`src/rtl/ahb_lite_traffic_gen.sv`:
```
// AHB-Lite soak master: writes a selectable pattern across an address window,
// reads it back, and reports mismatches and bus errors for each pass.
module ahb_lite_traffic_gen #(
    parameter int                ADDR_W    = 32,
    parameter int                DATA_W    = 32,
    parameter int                NUM_BEATS = 256,
    parameter logic [ADDR_W-1:0] BASE_ADDR = '0,
    parameter logic [31:0]       SEED      = 32'hACE1,
    parameter int                CNT_W     = 16
) (
    input  logic              HCLK,
    input  logic              HRESET,
    input  logic              start,
    input  logic [1:0]        mode,
    output logic [ADDR_W-1:0] HADDR,
    output logic [1:0]        HTRANS,
    output logic              HWRITE,
    output logic [2:0]        HSIZE,
    output logic [2:0]        HBURST,
    output logic [3:0]        HPROT,
    output logic              HMASTLOCK,
    output logic [DATA_W-1:0] HWDATA,
    input  logic [DATA_W-1:0] HRDATA,
    input  logic              HREADY,
    input  logic              HRESP,
    output logic              busy,
    output logic              done,
    output logic              pass,
    output logic [CNT_W-1:0]  err_count,
    output logic [ADDR_W-1:0] first_err_addr,
    output logic              bus_err
);

    localparam int BYTES  = DATA_W / 8;
    localparam int SIZE_V = $clog2(BYTES);
    localparam int KW     = $clog2(NUM_BEATS + 1);
    localparam logic [KW-1:0] LAST_K = KW'(NUM_BEATS - 1);
    localparam logic [31:0]   TAPS   = 32'h8020_0003;

    typedef enum logic [2:0] {
        S_IDLE,
        S_WA,
        S_WD,
        S_RA,
        S_RD,
        S_DONE
    } state_t;

    state_t              state, state_nxt;
    logic [KW-1:0]       k, k_nxt;
    logic [31:0]         lfsr, lfsr_nxt;
    logic [1:0]          mode_q, mode_nxt;
    logic [CNT_W-1:0]    err_nxt;
    logic [ADDR_W-1:0]   fea_nxt;
    logic                bus_err_nxt;
    logic                pass_nxt;
    logic [ADDR_W-1:0]   addr_k;
    logic [DATA_W-1:0]   pattern;
    logic                last_beat;

    function automatic logic [31:0] lfsr_step(input logic [31:0] s);
        return (s >> 1) ^ (s[0] ? TAPS : 32'h0);
    endfunction

    assign addr_k    = BASE_ADDR + (ADDR_W'(k) << SIZE_V);
    assign last_beat = (k == LAST_K);

    always_comb begin
        pattern = '0;
        case (mode_q)
            2'd0: pattern = DATA_W'(lfsr);
            2'd1: pattern = DATA_W'(addr_k);
            2'd2: pattern = {{(DATA_W-1){1'b0}}, 1'b1} << (32'(k) % DATA_W);
            2'd3: pattern = k[0] ? '0 : '1;
            default: pattern = '0;
        endcase
    end

    always_comb begin
        state_nxt   = state;
        k_nxt       = k;
        lfsr_nxt    = lfsr;
        mode_nxt    = mode_q;
        err_nxt     = err_count;
        fea_nxt     = first_err_addr;
        bus_err_nxt = bus_err;
        pass_nxt    = pass;
        case (state)
            S_IDLE, S_DONE: begin
                if (start) begin
                    state_nxt   = S_WA;
                    k_nxt       = '0;
                    lfsr_nxt    = SEED;
                    mode_nxt    = mode;
                    err_nxt     = '0;
                    fea_nxt     = '0;
                    bus_err_nxt = 1'b0;
                    pass_nxt    = 1'b0;
                end else if (state == S_DONE) begin
                    state_nxt = S_IDLE;
                end
            end
            S_WA: begin
                if (HREADY) state_nxt = S_WD;
            end
            S_WD: begin
                if (HRESP) bus_err_nxt = 1'b1;
                if (HREADY) begin
                    if (last_beat) begin
                        state_nxt = S_RA;
                        k_nxt     = '0;
                        lfsr_nxt  = SEED;
                    end else begin
                        state_nxt = S_WA;
                        k_nxt     = k + 1'b1;
                        lfsr_nxt  = lfsr_step(lfsr);
                    end
                end
            end
            S_RA: begin
                if (HREADY) state_nxt = S_RD;
            end
            S_RD: begin
                if (HRESP) bus_err_nxt = 1'b1;
                if (HREADY) begin
                    // An errored beat carries no valid data, so it is not compared.
                    if (!HRESP && (HRDATA != pattern)) begin
                        if (err_count == '0) fea_nxt = addr_k;
                        if (err_count != '1) err_nxt = err_count + 1'b1;
                    end
                    if (last_beat) begin
                        state_nxt = S_DONE;
                        pass_nxt  = (err_nxt == '0) && !bus_err_nxt;
                    end else begin
                        state_nxt = S_RA;
                        k_nxt     = k + 1'b1;
                        lfsr_nxt  = lfsr_step(lfsr);
                    end
                end
            end
            default: state_nxt = S_IDLE;
        endcase
    end

    always_ff @(posedge HCLK) begin
        if (HRESET) begin
            state          <= S_IDLE;
            k              <= '0;
            lfsr           <= SEED;
            mode_q         <= '0;
            err_count      <= '0;
            first_err_addr <= '0;
            bus_err        <= 1'b0;
            pass           <= 1'b0;
        end else begin
            state          <= state_nxt;
            k              <= k_nxt;
            lfsr           <= lfsr_nxt;
            mode_q         <= mode_nxt;
            err_count      <= err_nxt;
            first_err_addr <= fea_nxt;
            bus_err        <= bus_err_nxt;
            pass           <= pass_nxt;
        end
    end

    assign busy      = (state == S_WA) || (state == S_WD) || (state == S_RA) || (state == S_RD);
    assign done      = (state == S_DONE);
    assign HTRANS    = ((state == S_WA) || (state == S_RA)) ? 2'b10 : 2'b00;
    assign HADDR     = busy ? addr_k : '0;
    assign HWRITE    = (state == S_WA) || (state == S_WD);
    assign HWDATA    = (state == S_WD) ? pattern : '0;
    assign HSIZE     = 3'(SIZE_V);
    assign HBURST    = 3'b000;
    assign HPROT     = 4'b0011;
    assign HMASTLOCK = 1'b0;

endmodule

```
`config.mk`:
```
export PLATFORM = sky130hd
export DESIGN_NAME = ahb_lite_traffic_gen
export DESIGN_NICKNAME = d
export VERILOG_FILES = /design/src/rtl/ahb_lite_traffic_gen.sv
export SDC_FILE = /design/constraint.sdc
export NUM_CORES = 1
export LEC_CHECK = 0
export CORE_UTILIZATION = 53
export DETAILED_ROUTE_END_ITERATION = 6
export PLACE_DENSITY = 0.88
export SLEW_MARGIN = 20
export SYNTH_ARGS = -nofsm -noshare
export SYNTH_HDL_FRONTEND = slang
export SYNTH_SLANG_ARGS = --single-unit
```
`constraint.sdc`:
```
create_clock -name HCLK -period 4.9 [get_ports HCLK]
set_input_delay 0.49 -clock HCLK [delete_from_list [all_inputs] [get_ports HCLK]]
set_output_delay 0.49 -clock HCLK [all_outputs]
set_load 0.05 [all_outputs]
```
==> flow_metrics.tcl, run 1 <==
set metrics [dict create \
    synth_top_family_by_area "simple AND/OR/NAND/NOR gates" \
    antenna_found_initial 0 \
    post_cts_buffers 0 \
    r2r-start "mode_q[1]" \
    synth_compound_area_frac 0.247 \
    routed-via-count 6404 \
    avgViaCountPerCell 6.20 \
    max_cap_violations 0 \
    crit_end "pass" \
    hp-class "flop to flop" \
    cp_num_cells 10 \
    grt_pass1_vias 5745 \
    worstSetupStartpointType "flop" \
    cts_buffers 9 \
    ant_nets 0 \
    grt_max_degree 44 \
    cts_tree "done" \
    syn_to_final_growth_pct 18.4 \
    timing.rr.end "pass" \
    ys_types 80 \
    cts_hold_buffers 0 \
    fin_crit_ns 4.15 \
    rsz0062_at_grt "false" \
    start_util 0.545 \
    max_freq_mhz 241 \
    path_cells "and3b_1 -> nor2_1 -> o211ai_1 -> o311ai_0 -> a2111oi_0 -> and3_4 -> a21oi_4 -> a311o_1 -> a222oi_1 -> a31o_1" \
    path_class "flop to flop" \
    grtUsageTotal 0.327 \
    post_cts_resized 0 \
    cts.sinks 73 \
    drt_iter0_markers 748 \
    irDropWorstVdd_uv 122 \
    power_density_mw_per_mm2 237 \
    crit_path_start "mode_q[1]" \
    synthMuxAreaShare 0.0207 \
    synthSimpleGateAreaFrac 0.283 \
    die-area_mm2 0.0116 \
    setup_viol 0 \
    drv_slew 0 \
    clock_latency_ns 0.38 \
    syn_area_per_cell_um2 7.22 \
    dieHeight_um 108 \
    whs_ns 0.470 \
    path_buf_inv 0 \
    fin_util 0.646 \
    outcome "finished, final reports clean" \
    clk_pin_slew_ns 0.10 \
    min_path_cells 2 \
    port_buffers 110 \
    r2r_cells 10 \
    yosys_warnings 0 \
    first_pass_iters 5 \
    crit_family "compound AO/OA/AOI/OAI gates" \
    grt_pass1_wl_um 29800 \
    crit_fanout 25 \
    synthArstFlopShare 0 \
    period_share 0.848 \
    core_area_mm2 0.0108 \
    cts_max_level 3 \
    worst_slew_pin_slew_ns 1.09 \
    crit_slowest_cell "dfxtp_1" \
    syn_area_mm2 0.00591 \
    final_cells 1033 \
    drive_above_1_share 0.0526 \
    rrSetupSlack_ns 0.75 \
    synth_edf_count 0 \
    dpl.hpwl_um 13700 \
    hold_violations 0 \
    synth_cells 819 \
    gp_congestion 0.970 \
    fin_nets 937 \
    ios 169 \
    synth_seq_cells 73 \
    slew_headroom 0.270 \
    leakage_uw 0.00249 \
    wl_um 19000 \
    cts_buffer_depth 2 \
    synthAdderAreaFrac 0.0212 \
    skew_ns 0.0132 \
    wire_per_inst_um 18.4 \
    grt-ovfl-total 0 \
    endpoint_kind "flop" \
    die_w_um 108 \
    diodes 0 \
    critPathRequiredTime_ns 5.23 \
    rows 38 \
    drc 0 \
    worstPathArrival_ns 4.48 \
    synth-seq-area-share 0.247 \
    synth_xor_area_frac 0.0341 \
    cts_root_buffer "clkbuf_8" \
    dp.cells 1017 \
    critPathMaxStageDelay_ns 0.90 \
    synth_flop_cell "dfxtp_1" \
    setup_tns_ns 0 \
]
[kinds of logic (layout without fill, tap and decap cells)]
family,after synthesis,count (layout)
simple gates,330,330
compound gates,210,210
buf+inv,159,177
flops,73,73
xor+xnor,23,23
other cells,2,58
mux,12,12
fa+ha+maj,10,10
[synthesized netlist by cell type (all sizes together) (10+ instances only)]
cell type,instances,area share
nor2,91,0.058
nand2,81,0.051
buf,79,0.094
dfxtp,73,0.25
a21oi,49,0.044
clkbuf,41,0.026
inv,39,0.025
o21ai,36,0.030
nor3,32,0.029
and2,21,0.022
nand3,16,0.014
o211ai,16,0.020
o22ai,14,0.016
nand4,13,0.014
nand2b,12,0.013
nor2b,12,0.013
xnor2,12,0.018
xor2,11,0.016
a31oi,10,0.011
ha,10,0.021
mux2i,10,0.017
or3,10,0.011
[layout make-up]
cell class / count / area [um2]
Clock buffer: 10 / 138
Clock inverter: 6 / 66.3
Fill cell: 958 / 3840
Inverter: 39 / 146
Multi-Input combinational cell: 643 / 3820
Sequential cell: 73 / 1460
Tap cell: 140 / 175
Timing Repair Buffer: 122 / 1190
[state kept, by name, indices dropped and copies added (netlist names)]
name and flops:
pass 1, state 3, bus_err 1, first_err_addr 9, mode_q 2, lfsr 32, err_count 16, k 9
[worst min-delay path by stage]
stage	startpoint	endpoint	slack [ns]
floorplan	lfsr[3]	lfsr[3]	0.44
global route	lfsr[9]	lfsr[8]	0.49
global placement	first_err_addr[10]	first_err_addr[10]	0.45
finish	lfsr[25]	lfsr[25]	0.47
detailed placement	first_err_addr[10]	first_err_addr[10]	0.46
CTS	first_err_addr[10]	first_err_addr[10]	0.47
[stage by stage]
step	setup WS (ns)	total power [uW]	cell area [um2]
after global placement	1.05	1130	6790
after CTS	0.953	1640	7000
after detailed placement	1.01	1140	6790
after global routing	0.624	1710	7000
final	0.747	1660	7000
after floorplan	0.956	1040	6120
[cell usage in the layout (no fill, tap or decap), types with 11 or more instances in the layout]
cell	synthesis	layout
nand2b_1	12	12
nand4_1	13	13
clkdlybuf4s50_1	0	110
nand3_1	16	16
nor2b_1	12	12
a21oi_1	47	47
nand2_1	81	81
nor3_1	31	31
nor2_1	90	90
o211ai_1	16	16
o21ai_0	33	33
xnor2_1	12	12
inv_1	39	39
conb_1	2	58
o22ai_1	13	13
and2_1	21	21
xor2_1	11	11
buf_4	60	12
dfxtp_1	73	73
[worst reg2reg max path, delay by kind of cell (launching register included)]
family	cells	cell delay, ns
compound gates	7	2.23
simple gates	3	0.99
flops	1	0.90
[layer usage]
| layer | up-vias | track usage | routed length, um |
|---|---|---|---|
| met5 | - | 0 | 0 |
| met1 | 2968 | 0.425 | 7810 |
| li1 | 2946 | - | - |
| met4 | 0 | 0.151 | 818 |
| met3 | 74 | 0.0660 | 1850 |
| met2 | 416 | 0.518 | 8540 |
[where the power goes]
group / total (uW) / internal (uW) / switching (uW)
logic: 505 / 147 / 357
registers: 632 / 605 / 27.1
clock network: 520 / 250 / 270
total: 1660 / 1000 / 654
No activity file was read; power rests on OpenSTA's default activity.
==> run 2: changes to the inputs <==
Settings changed: CORE_UTILIZATION 53 to 49, PLACE_DENSITY 0.88 to 0.82.
Clock period 4.9 ns to 4.3 ns, I/O delays scaled along.
==> flow_metrics.tcl, run 2 (synthesis gave the netlist of run 1 again) <==
set metrics [dict create \
    switchingPower_uw 735 \
    max_freq_mhz 254 \
    crit_slowest_cell "o311ai_0" \
    grt_max_degree 43 \
    ios 169 \
    cts_buffer_depth 2 \
    wire_per_inst_um 18.7 \
    cts.sinks 73 \
    internal_power_uw 1430 \
    rows 39 \
    leakage_uw 0.00258 \
    worstPathArrival_ns 4.19 \
    rsz0062_at_grt "false" \
    outcome "finished, violations left" \
    die_w_um 112 \
    final_common_cell "clkdlybuf4s50_1" \
    final_cells 1040 \
    endpoint_kind "flop" \
    avgViaCountPerCell 6.18 \
    violations "DRC" \
    hold_violations 0 \
    fillers 1053 \
    fin_nets 941 \
    dp.cells 1024 \
    path_class "flop to flop" \
    setup_viol 0 \
    seqPwrFrac 0.334 \
    cts_tree "done" \
    diodes 0 \
    worst_slew_pin_slew_ns 1.06 \
    largest-register "lfsr" \
    irDropWorstVdd_uv 180 \
    grt_pass1_vias 5797 \
    path_cells "inv_1 -> ha_1 -> nand4b_1 -> o311ai_0 -> a32oi_1 -> nand4_1 -> nor4_2 -> and3_4 -> a21oi_4 -> and2_1 -> a41oi_1 -> a311oi_1" \
    cts_root_buffer "clkbuf_16" \
    reg_top3 "lfsr (32), err_count (16)" \
    port_buffers 110 \
    setup_tns_ns 0 \
    dpl.hpwl_um 13900 \
    placed_cell_area_mm2 0.00683 \
    hp-class "flop to flop" \
    critPathMaxStageDelay_ns 0.64 \
    drive_above_1_share 0.0546 \
    final_cell_mix "clkdlybuf4s50_1 (110), nor2_1 (90), nand2_1 (81), dfxtp_1 (73), conb_1 (58)" \
    dieHeight_um 112 \
    start_util 0.511 \
    finalInstanceArea_mm2 0.00716 \
    core_area_mm2 0.0116 \
    gp_congestion 1.07 \
    grt_pass1_wl_um 30700 \
    ant_nets 0 \
    drv_slew 0 \
    cts_buffers 9 \
    cts_max_level 3 \
    period_share 0.916 \
    max_cap_violations 0 \
    p_sw_frac 0.339 \
    clockPowerShare 0.401 \
    die-area_mm2 0.0125 \
    syn_to_final_growth_pct 21.2 \
    power_density_mw_per_mm2 302 \
    slew_headroom 0.292 \
    critPathRequiredTime_ns 4.55 \
    p_comb_frac 0.265 \
    grtUsageTotal 0.308 \
    total_power_uw 2160 \
    drc 10 \
    antenna_found_initial 0 \
    pre_cts_ws_ns 0.493 \
    fin_ws_ns 0.362 \
    largest_reg_flops 32 \
    post_cts_buffers 0 \
    worstSetupStartpointType "flop" \
    fin_crit_ns 3.94 \
    post_cts_resized 0 \
    crit_fanout 17 \
    clock_latency_ns 0.34 \
    routed-via-count 6424 \
    wl_um 19400 \
    grt-ovfl-total 0 \
    drt_iter0_markers 627 \
    cts_hold_buffers 0 \
    clk_pin_slew_ns 0.06 \
    skew_ns 0.00621 \
    first_pass_iters 7 \
]
run 2: cell type report:
class                      count  area (um2)  share of cell area
tap                          143         179              0.0250
sequential                    73        1460               0.204
timing repair buffer         126        1220               0.170
inverter                      39         146              0.0204
clock inverter                 5         104              0.0145
clock buffer                  11         233              0.0325
multi-input combinational    643        3820               0.533
run 2: stage by stage:
stage | hold WS [ns] | utilization
finish | 0.472 | 0.619
global route | 0.506 | 0.619
CTS | 0.470 | 0.619
detailed placement | 0.466 | 0.590
global placement | 0.455 | 0.590
floorplan | 0.440 | -
run 2: critical path: cells and delay by family (launching register included):
family          cells  cell delay, ns
compound gates      5            1.63
simple gates        5            1.32
flops               1            0.46
fa+ha+maj           1            0.27
buf+inv             1            0.16
run 2: routing by layer:
layer / vias up / routed length [um] / track usage
met5: - / 0 / 0
met4: 0 / 829 / 0.155
met3: 67 / 1620 / 0.0539
met2: 422 / 8890 / 0.487
met1: 2972 / 8060 / 0.403
li1: 2963 / - / -
run 2: worst paths after layout:
check             slack (ns)  cells past startpoint            end  startpoint
setup / recovery        0.36                     12  err_count[11]        k[0]
hold / removal          0.47                      2       lfsr[14]    lfsr[15]
setup reg to reg        0.36                     12  err_count[11]        k[0]
hold reg to reg         0.47                      2       lfsr[14]    lfsr[15]
run 2: power by group through the flow:
stage | Combinational (uW) | Sequential, uW | Clock (uW)
2_1_floorplan | 468 | 715 | 0
3_3_place_gp | 559 | 736 | 0
3_5_place_dp | 558 | 736 | 0
4_1_cts | 563 | 722 | 872
5_1_grt | 609 | 725 | 902
6_report | 573 | 723 | 868
